--- src/rtl/fm_ramp_if.sv ---
// fm_ramp_if -- configuration / status bundle for fm_ramp_gen.
//
// The master side drives the run enable and the cfg_* strobe group.
// The slave side (the ramp generator) returns the sweep state.
//
//   enable     run the sweep when high, freeze everything when low
//   cfg_base   sweep start increment
//   cfg_step   per-step delta, unsigned
//   cfg_last   last step index N
//   cfg_div    dwell per step is cfg_div+1 clocks
//   cfg_mode   0 = sawtooth, 1 = triangle
//   cfg_load   one-cycle strobe capturing all cfg_* fields
//   dout       current increment word
//   idx        current step index
//   dir        0 = counting up, 1 = counting down
//   step_strb  one-cycle pulse on every index change
//   update     one-cycle pulse when a sweep restarts at idx 0
//   pending    a captured config is waiting for the next sweep start
interface fm_ramp_if #(
    parameter int DSIZE   = 20,
    parameter int FMWIDTH = 8,
    parameter int DIVW    = 16
);
    logic               enable;
    logic [DSIZE-1:0]   cfg_base;
    logic [DSIZE-1:0]   cfg_step;
    logic [FMWIDTH-1:0] cfg_last;
    logic [DIVW-1:0]    cfg_div;
    logic               cfg_mode;
    logic               cfg_load;

    logic [DSIZE-1:0]   dout;
    logic [FMWIDTH-1:0] idx;
    logic               dir;
    logic               step_strb;
    logic               update;
    logic               pending;

    modport master (
        output enable, cfg_base, cfg_step, cfg_last, cfg_div, cfg_mode, cfg_load,
        input  dout, idx, dir, step_strb, update, pending
    );

    modport slave (
        input  enable, cfg_base, cfg_step, cfg_last, cfg_div, cfg_mode, cfg_load,
        output dout, idx, dir, step_strb, update, pending
    );
endinterface

--- src/rtl/fm_ramp_gen.sv ---
// fm_ramp_gen -- stepped frequency-ramp generator.
//
// Produces an increment word that walks from base in steps of `step`,
// dwelling cfg_div+1 clocks on each step. The sweep restarts at idx 0
// after idx N (sawtooth) or after climbing to N and descending back
// (triangle). The word is accumulated with add/subtract only.
//
// Optional feature: define FM_RAMP_TRIANGLE_EN to build triangle mode.
// Without it cfg_mode is ignored, dir stays 0 and every sweep is a
// sawtooth.
//
// Ports:
//   inc    clock, all logic on its rising edge
//   rst_n  asynchronous active-low reset
//   bus    fm_ramp_if.slave -- enable, cfg_* inputs, sweep status outputs
module fm_ramp_gen #(
    parameter int DSIZE   = 20,
    parameter int FMWIDTH = 8,
    parameter int DIVW    = 16
) (
    input  logic     inc,
    input  logic     rst_n,
    fm_ramp_if.slave bus
);

    // Active configuration (drives the sweep) and stored configuration
    // (captured while running, applied at the next sweep start).
    logic [DSIZE-1:0]   act_base, act_step;
    logic [FMWIDTH-1:0] act_last;
    logic [DIVW-1:0]    act_div;
    logic [DSIZE-1:0]   st_base, st_step;
    logic [FMWIDTH-1:0] st_last;
    logic [DIVW-1:0]    st_div;

    logic [DIVW-1:0]    div_cnt;
    logic [FMWIDTH-1:0] idx_q;
    logic               dir_q;
    logic [DSIZE-1:0]   dout_q;
    logic               strb_q;
    logic               upd_q;
    logic               pend_q;

    logic               tri_mode;

`ifdef FM_RAMP_TRIANGLE_EN
    logic               act_mode, st_mode;
    assign tri_mode = act_mode;
`else
    logic               unused_mode;
    assign unused_mode = bus.cfg_mode;
    assign tri_mode    = 1'b0;
`endif

    // Divider terminal count: this cycle advances the sweep.
    logic tc;
    assign tc = (div_cnt == act_div);

    // Next-step decision. `start` means the sweep returns to idx 0,
    // where dout reloads from base (possibly a freshly applied one).
    logic               start;
    logic [FMWIDTH-1:0] n_idx;
    logic               n_dir;
    logic [DSIZE-1:0]   n_dout;

    always_comb begin
        start  = 1'b0;
        n_idx  = idx_q;
        n_dir  = dir_q;
        n_dout = dout_q;
        if (tri_mode && dir_q) begin
            // Descending: the step that lands on 0 is a sweep start.
            if (idx_q == FMWIDTH'(1)) begin
                start = 1'b1;
            end else begin
                n_idx  = idx_q - FMWIDTH'(1);
                n_dout = dout_q - act_step;
            end
        end else if (idx_q == act_last) begin
            if (!tri_mode || act_last <= FMWIDTH'(1)) begin
                // Sawtooth wrap, N=0, or triangle with N=1 (next is 0).
                start = 1'b1;
            end else begin
                // Triangle peak: turn around without repeating N.
                n_idx  = idx_q - FMWIDTH'(1);
                n_dir  = 1'b1;
                n_dout = dout_q - act_step;
            end
        end else begin
            n_idx  = idx_q + FMWIDTH'(1);
            n_dout = dout_q + act_step;
        end
    end

    always_ff @(posedge inc or negedge rst_n) begin
        if (!rst_n) begin
            act_base <= '0;
            act_step <= '0;
            act_last <= '0;
            act_div  <= '0;
            st_base  <= '0;
            st_step  <= '0;
            st_last  <= '0;
            st_div   <= '0;
`ifdef FM_RAMP_TRIANGLE_EN
            act_mode <= 1'b0;
            st_mode  <= 1'b0;
`endif
            div_cnt  <= '0;
            idx_q    <= '0;
            dir_q    <= 1'b0;
            dout_q   <= '0;
            strb_q   <= 1'b0;
            upd_q    <= 1'b0;
            pend_q   <= 1'b0;
        end else begin
            strb_q <= 1'b0;
            upd_q  <= 1'b0;
            if (bus.cfg_load && !bus.enable) begin
                // Idle load: take effect at once and restart the sweep.
                act_base <= bus.cfg_base;
                act_step <= bus.cfg_step;
                act_last <= bus.cfg_last;
                act_div  <= bus.cfg_div;
`ifdef FM_RAMP_TRIANGLE_EN
                act_mode <= bus.cfg_mode;
`endif
                div_cnt  <= '0;
                idx_q    <= '0;
                dir_q    <= 1'b0;
                dout_q   <= bus.cfg_base;
                pend_q   <= 1'b0;
            end else if (bus.enable) begin
                if (bus.cfg_load) begin
                    // Running load: park it; a later load overwrites.
                    st_base <= bus.cfg_base;
                    st_step <= bus.cfg_step;
                    st_last <= bus.cfg_last;
                    st_div  <= bus.cfg_div;
`ifdef FM_RAMP_TRIANGLE_EN
                    st_mode <= bus.cfg_mode;
`endif
                    pend_q  <= 1'b1;
                end
                if (tc) begin
                    div_cnt <= '0;
                    if (start) begin
                        idx_q  <= '0;
                        dir_q  <= 1'b0;
                        upd_q  <= 1'b1;
                        strb_q <= (idx_q != '0);
                        pend_q <= 1'b0;
                        // A strobe coinciding with the start wins over
                        // anything parked earlier.
                        if (bus.cfg_load) begin
                            act_base <= bus.cfg_base;
                            act_step <= bus.cfg_step;
                            act_last <= bus.cfg_last;
                            act_div  <= bus.cfg_div;
`ifdef FM_RAMP_TRIANGLE_EN
                            act_mode <= bus.cfg_mode;
`endif
                            dout_q   <= bus.cfg_base;
                        end else if (pend_q) begin
                            act_base <= st_base;
                            act_step <= st_step;
                            act_last <= st_last;
                            act_div  <= st_div;
`ifdef FM_RAMP_TRIANGLE_EN
                            act_mode <= st_mode;
`endif
                            dout_q   <= st_base;
                        end else begin
                            dout_q   <= act_base;
                        end
                    end else begin
                        idx_q  <= n_idx;
                        dir_q  <= n_dir;
                        dout_q <= n_dout;
                        strb_q <= 1'b1;
                    end
                end else begin
                    div_cnt <= div_cnt + DIVW'(1);
                end
            end
        end
    end

    assign bus.dout      = dout_q;
    assign bus.idx       = idx_q;
    assign bus.dir       = dir_q;
    assign bus.step_strb = strb_q;
    assign bus.update    = upd_q;
    assign bus.pending   = pend_q;

endmodule

--- src/flat_wrapper.sv ---
// flat-port wrapper written by rule: the top's interface ports become plain ports
module fm_ramp_gen_flat 
#(
    parameter int DSIZE   = 20,
    parameter int FMWIDTH = 8,
    parameter int DIVW    = 16
)
  (inc, rst_n, bus_enable, bus_cfg_base, bus_cfg_step, bus_cfg_last, bus_cfg_div, bus_cfg_mode, bus_cfg_load, bus_dout, bus_idx, bus_dir, bus_step_strb, bus_update, bus_pending);
  fm_ramp_if #(.DSIZE(DSIZE), .FMWIDTH(FMWIDTH), .DIVW(DIVW)) bus_i ();
  input  logic inc;
  input  logic rst_n;
  input wire logic [$bits(bus_i.enable)-1:0] bus_enable;
  input wire logic [$bits(bus_i.cfg_base)-1:0] bus_cfg_base;
  input wire logic [$bits(bus_i.cfg_step)-1:0] bus_cfg_step;
  input wire logic [$bits(bus_i.cfg_last)-1:0] bus_cfg_last;
  input wire logic [$bits(bus_i.cfg_div)-1:0] bus_cfg_div;
  input wire logic [$bits(bus_i.cfg_mode)-1:0] bus_cfg_mode;
  input wire logic [$bits(bus_i.cfg_load)-1:0] bus_cfg_load;
  output wire logic [$bits(bus_i.dout)-1:0] bus_dout;
  output wire logic [$bits(bus_i.idx)-1:0] bus_idx;
  output wire logic [$bits(bus_i.dir)-1:0] bus_dir;
  output wire logic [$bits(bus_i.step_strb)-1:0] bus_step_strb;
  output wire logic [$bits(bus_i.update)-1:0] bus_update;
  output wire logic [$bits(bus_i.pending)-1:0] bus_pending;
  assign bus_i.enable = bus_enable;
  assign bus_i.cfg_base = bus_cfg_base;
  assign bus_i.cfg_step = bus_cfg_step;
  assign bus_i.cfg_last = bus_cfg_last;
  assign bus_i.cfg_div = bus_cfg_div;
  assign bus_i.cfg_mode = bus_cfg_mode;
  assign bus_i.cfg_load = bus_cfg_load;
  assign bus_dout = bus_i.dout;
  assign bus_idx = bus_i.idx;
  assign bus_dir = bus_i.dir;
  assign bus_step_strb = bus_i.step_strb;
  assign bus_update = bus_i.update;
  assign bus_pending = bus_i.pending;
  fm_ramp_gen #(.DSIZE(DSIZE), .FMWIDTH(FMWIDTH), .DIVW(DIVW)) u_core (.inc(inc), .rst_n(rst_n), .bus(bus_i));
endmodule
--- config.mk ---
export PLATFORM = sky130hd
export DESIGN_NAME = fm_ramp_gen_flat
export DESIGN_NICKNAME = d
export VERILOG_FILES = /design/src/rtl/fm_ramp_if.sv /design/src/rtl/fm_ramp_gen.sv /design/src/flat_wrapper.sv
export SDC_FILE = /design/constraint.sdc
export NUM_CORES = 1
export LEC_CHECK = 0
export ABC_CLOCK_PERIOD_IN_PS = 7500
export BUFFER_PORTS_ARGS = -buffer_cell sky130_fd_sc_hd__buf_2
export CAP_MARGIN = 20
export CORE_AREA = 4 4 130 132
export CTS_CLUSTER_DIAMETER = 40
export DETAILED_ROUTE_END_ITERATION = 12
export DIE_AREA = 0 0 134 136
export PLACE_DENSITY = 0.85
export RECOVER_POWER = 25
export SLEW_MARGIN = 20
export SYNTH_ARGS = -nofsm -noshare
export SYNTH_HDL_FRONTEND = slang
export SYNTH_SLANG_ARGS = --single-unit
--- constraint.sdc ---
create_clock -name inc -period 7.5 [get_ports inc]
set_clock_uncertainty 0.1 [all_clocks]
set_input_delay 0.75 -clock inc [delete_from_list [all_inputs] [get_ports inc]]
set_output_delay 0.75 -clock inc [all_outputs]
set_load 0.03 [all_outputs]
==> impl_metrics.json <==
{
  "synth_top_area_cell": "dfrtp_1",
  "grt_pass1_vias": 7319,
  "ys_async_sr_fraction": 1.000,
  "die_area_mm2": 0.01822,
  "drt-pass1-iter-count": 6,
  "power.total_uw": 2795,
  "end_kind": "asynchronous set/reset pin",
  "synth_edf_count": 0,
  "ios": 101,
  "numCtsBuffers": 17,
  "synth_nets": 1027,
  "place_congestion": 0.9223,
  "tightest_slew_ns": 2.502,
  "met2_length_um": 10610,
  "drv_cap": 1,
  "ir_drop_mv": 0.1726,
  "violations": "capacitance limit, slew limit",
  "gr-usage-all-layers": 0.2464,
  "worst_ep_arrival_time_ns": 3.99,
  "place_ws_ns": 3.950,
  "ys_seq_elements": 175,
  "drt-met1-wl_um": 9214,
  "path_clk_slew_ns": 0.07,
  "p_switching_uw": 882.7,
  "syn2layout_area_growth_pct": 12.99,
  "place_hpwl_um": 14890,
  "synth_common_cells": "dfrtp_1 (175), nor2_1 (103), a21oi_1 (91)",
  "status": "finished with violations",
  "htreeDepth": 4,
  "clkPwrFrac": 0.327,
  "wl_met3_um": 1347,
  "fin_area_mm2": 0.01055,
  "critical_path_required_ns": 7.90,
  "syn_area_mm2": 0.009335,
  "start_util": 0.5941,
  "min_path_type": "primary input to asynchronous set/reset pin",
  "routed.top_layer": "met5",
  "maxSlewViolCount": 48,
  "cts.sinks": 175,
  "slew_headroom": -0.6681,
  "cts-resized-gates": 0,
  "power_frac_comb": 0.253,
  "path_max_fanout": 77,
  "fin_setup_tns_ns": 0,
  "setup_viol": 0,
  "std_cell_rows": 46,
  "cts_tree": "yes",
  "fin_crit_ns": 3.581,
  "power_frac_seq": 0.421,
  "post_drt_wl_per_cell_um": 17.62,
  "placed_area_mm2": 0.009930,
  "insertion_delay_ns": 0.44,
  "p_leak_uw": 0.004780,
  "path_class": "primary input to asynchronous set/reset pin",
  "power.density_mw_per_mm2": 265.0,
  "postCtsHoldBufs": 0,
  "ys_top_cells_by_area": "dfrtp_1 (47%), mux2_2 (8.1%), mux2i_1 (7.6%)",
  "internal_power_uw": 1912,
  "syn_inst": 935,
  "r2r_setup_slack_ns": 3.95,
  "vias": 7326,
  "ant_nets": 0,
  "routed_wl_um": 21730,
  "antenna_found_initial": 3,
  "grt_pass1_wl_um": 35820,
  "cts.path.max_buffers": 2,
  "drive_above_1_share": 0.2148,
  "finalCritPeriodShare": 0.4775,
  "grt_max_degree": 86,
  "nets": 1094,
  "coreArea_mm2": 0.01571,
  "hold_viol_final": 0,
  "ys_seq_area_frac": 0.4691,
  "swShare": 0.3158,
  "syn_avg_cell_area_um2": 9.984,
  "post_cts_buffers": 0,
  "drt_iter0_drc": 570,
  "io_buffers": 98,
  "vias_per_cell": 5.942,
  "drcViolationCount": 0,
  "fp.dieH_um": 136,
  "reg2reg_depth": 8,
  "fmax_mhz": 279.2,
  "grt-ovfl-total": 0,
  "r2r-end": "u_core.act_base[17]",
  "setup_ws_ns": 3.919,
  "synth-main-ff-cell": "dfrtp_1",
  "timing.rr.start": "u_core.bus.idx[2]",
  "yosysUniqueCellTypes": 59,
  "cts_root_buffer": "clkbuf_16",
  "yosysMostFrequentCell": "dfrtp_1",
  "n_fill_cell": 1227,
  "rsz0062_at_grt": "no",
  "fp.dieW_um": 134,
  "ys_warn_count": 0,
  "synth_top_area_frac": 0.4691,
  "start_kind": "primary input"
}
layout make-up:
cell class,count,area (µm²),area share
antenna,2,5.005,0.0004745
clock buffer,20,466.7,0.04425
clock inverter,12,147.6,0.01400
inverter,11,41.29,0.003915
multi-input combinational,689,4667,0.4425
sequential,175,4379,0.4152
tap,216,270.3,0.02562
timing repair buffer,108,570.5,0.05409
power groups by stage:
stage	Combinational [µW]	Clock, µW	Sequential (µW)
2_1_floorplan	494	0	1200
3_3_place_gp	676	0	1180
3_5_place_dp	701	0	1190
4_1_cts	708	924	1170
5_1_grt	787	973	1190
6_report	706	913	1180
layout by cell type (no fill, tap or decap), types with 4 or more instances in the layout:
master / n
inv_1: 11
nand2_1: 70
xnor2_1: 33
nor2_1: 102
buf_2: 96
o31ai_1: 8
o21ai_0: 59
ha_1: 22
mux2_2: 67
a31oi_1: 12
a21oi_1: 91
a22oi_1: 5
buf_4: 10
nor3_1: 10
nand2b_1: 10
xor2_1: 8
nand3_1: 17
dfrtp_1: 175
inv_6: 4
nor2b_1: 6
and3_1: 10
mux2i_1: 71
a21o_1: 8
a211oi_1: 4
o21a_1: 4
nor3b_1: 4
nand4_1: 9
clkbuf_16: 17
cell families (layout without fill, tap and decap cells):
kind of cell	Yosys count	after routing	share of synthesized area
AOI/OAI and AO/OA	224	224	0.1418
xor gates and xnor gates	41	41	0.03847
adders and majority gates	23	23	0.03163
buffers and inverters	71	151	0.03244
DFF	175	175	0.4691
muxes	138	138	0.1569
other	1	3	0.0004017
and+or+nand+nor	262	262	0.1292
through the flow:
stage,hold slack (ns),instances,util
after floorplan,0.3407,935,-
after global placement,0.3531,1199,0.6319
after detailed placement,0.3649,1199,0.6319
after CTS,0.2768,1231,0.6710
after global routing,0.2901,1233,0.6713
final,0.2341,1233,0.6713
per-layer routing:
| metal | vias up | GRT usage |
|---|---|---|
| li1 | 3472 | - |
| met1 | 3559 | 0.3177 |
| met2 | 242 | 0.4118 |
| met3 | 51 | 0.04922 |
| met4 | 2 | 0.09771 |
| met5 | - | 0 |
worst max-delay path, stage by stage:
cell	delay (ns)
buf_6	0.50
clkbuf_1	1.84
buf_4	0.80
worst max-delay path by stage:
stage                                  start                   to  slack [ns]  cells past startpoint
after floorplan           u_core.bus.dout[0]  u_core.bus.dout[16]        4.90                     10
after global placement          bus_cfg_load  u_core.act_base[17]        4.02                      7
after detailed placement        bus_cfg_load  u_core.act_base[16]        3.95                      7
after CTS                  u_core.bus.idx[2]  u_core.act_base[16]        4.00                      8
after global routing                   rst_n     u_core.st_div[9]        3.26                      3
final                                  rst_n    u_core.div_cnt[2]        3.92                      3
state kept, by name, indices dropped and copies added (netlist names), 16 cells and up:
name	cells
u_core.act_base	20
u_core.act_step	20
u_core.bus.dout	20
u_core.st_base	20
u_core.st_step	20
u_core.act_div	16
u_core.div_cnt	16
u_core.st_div	16
No activity file was read; power rests on OpenSTA's default activity.
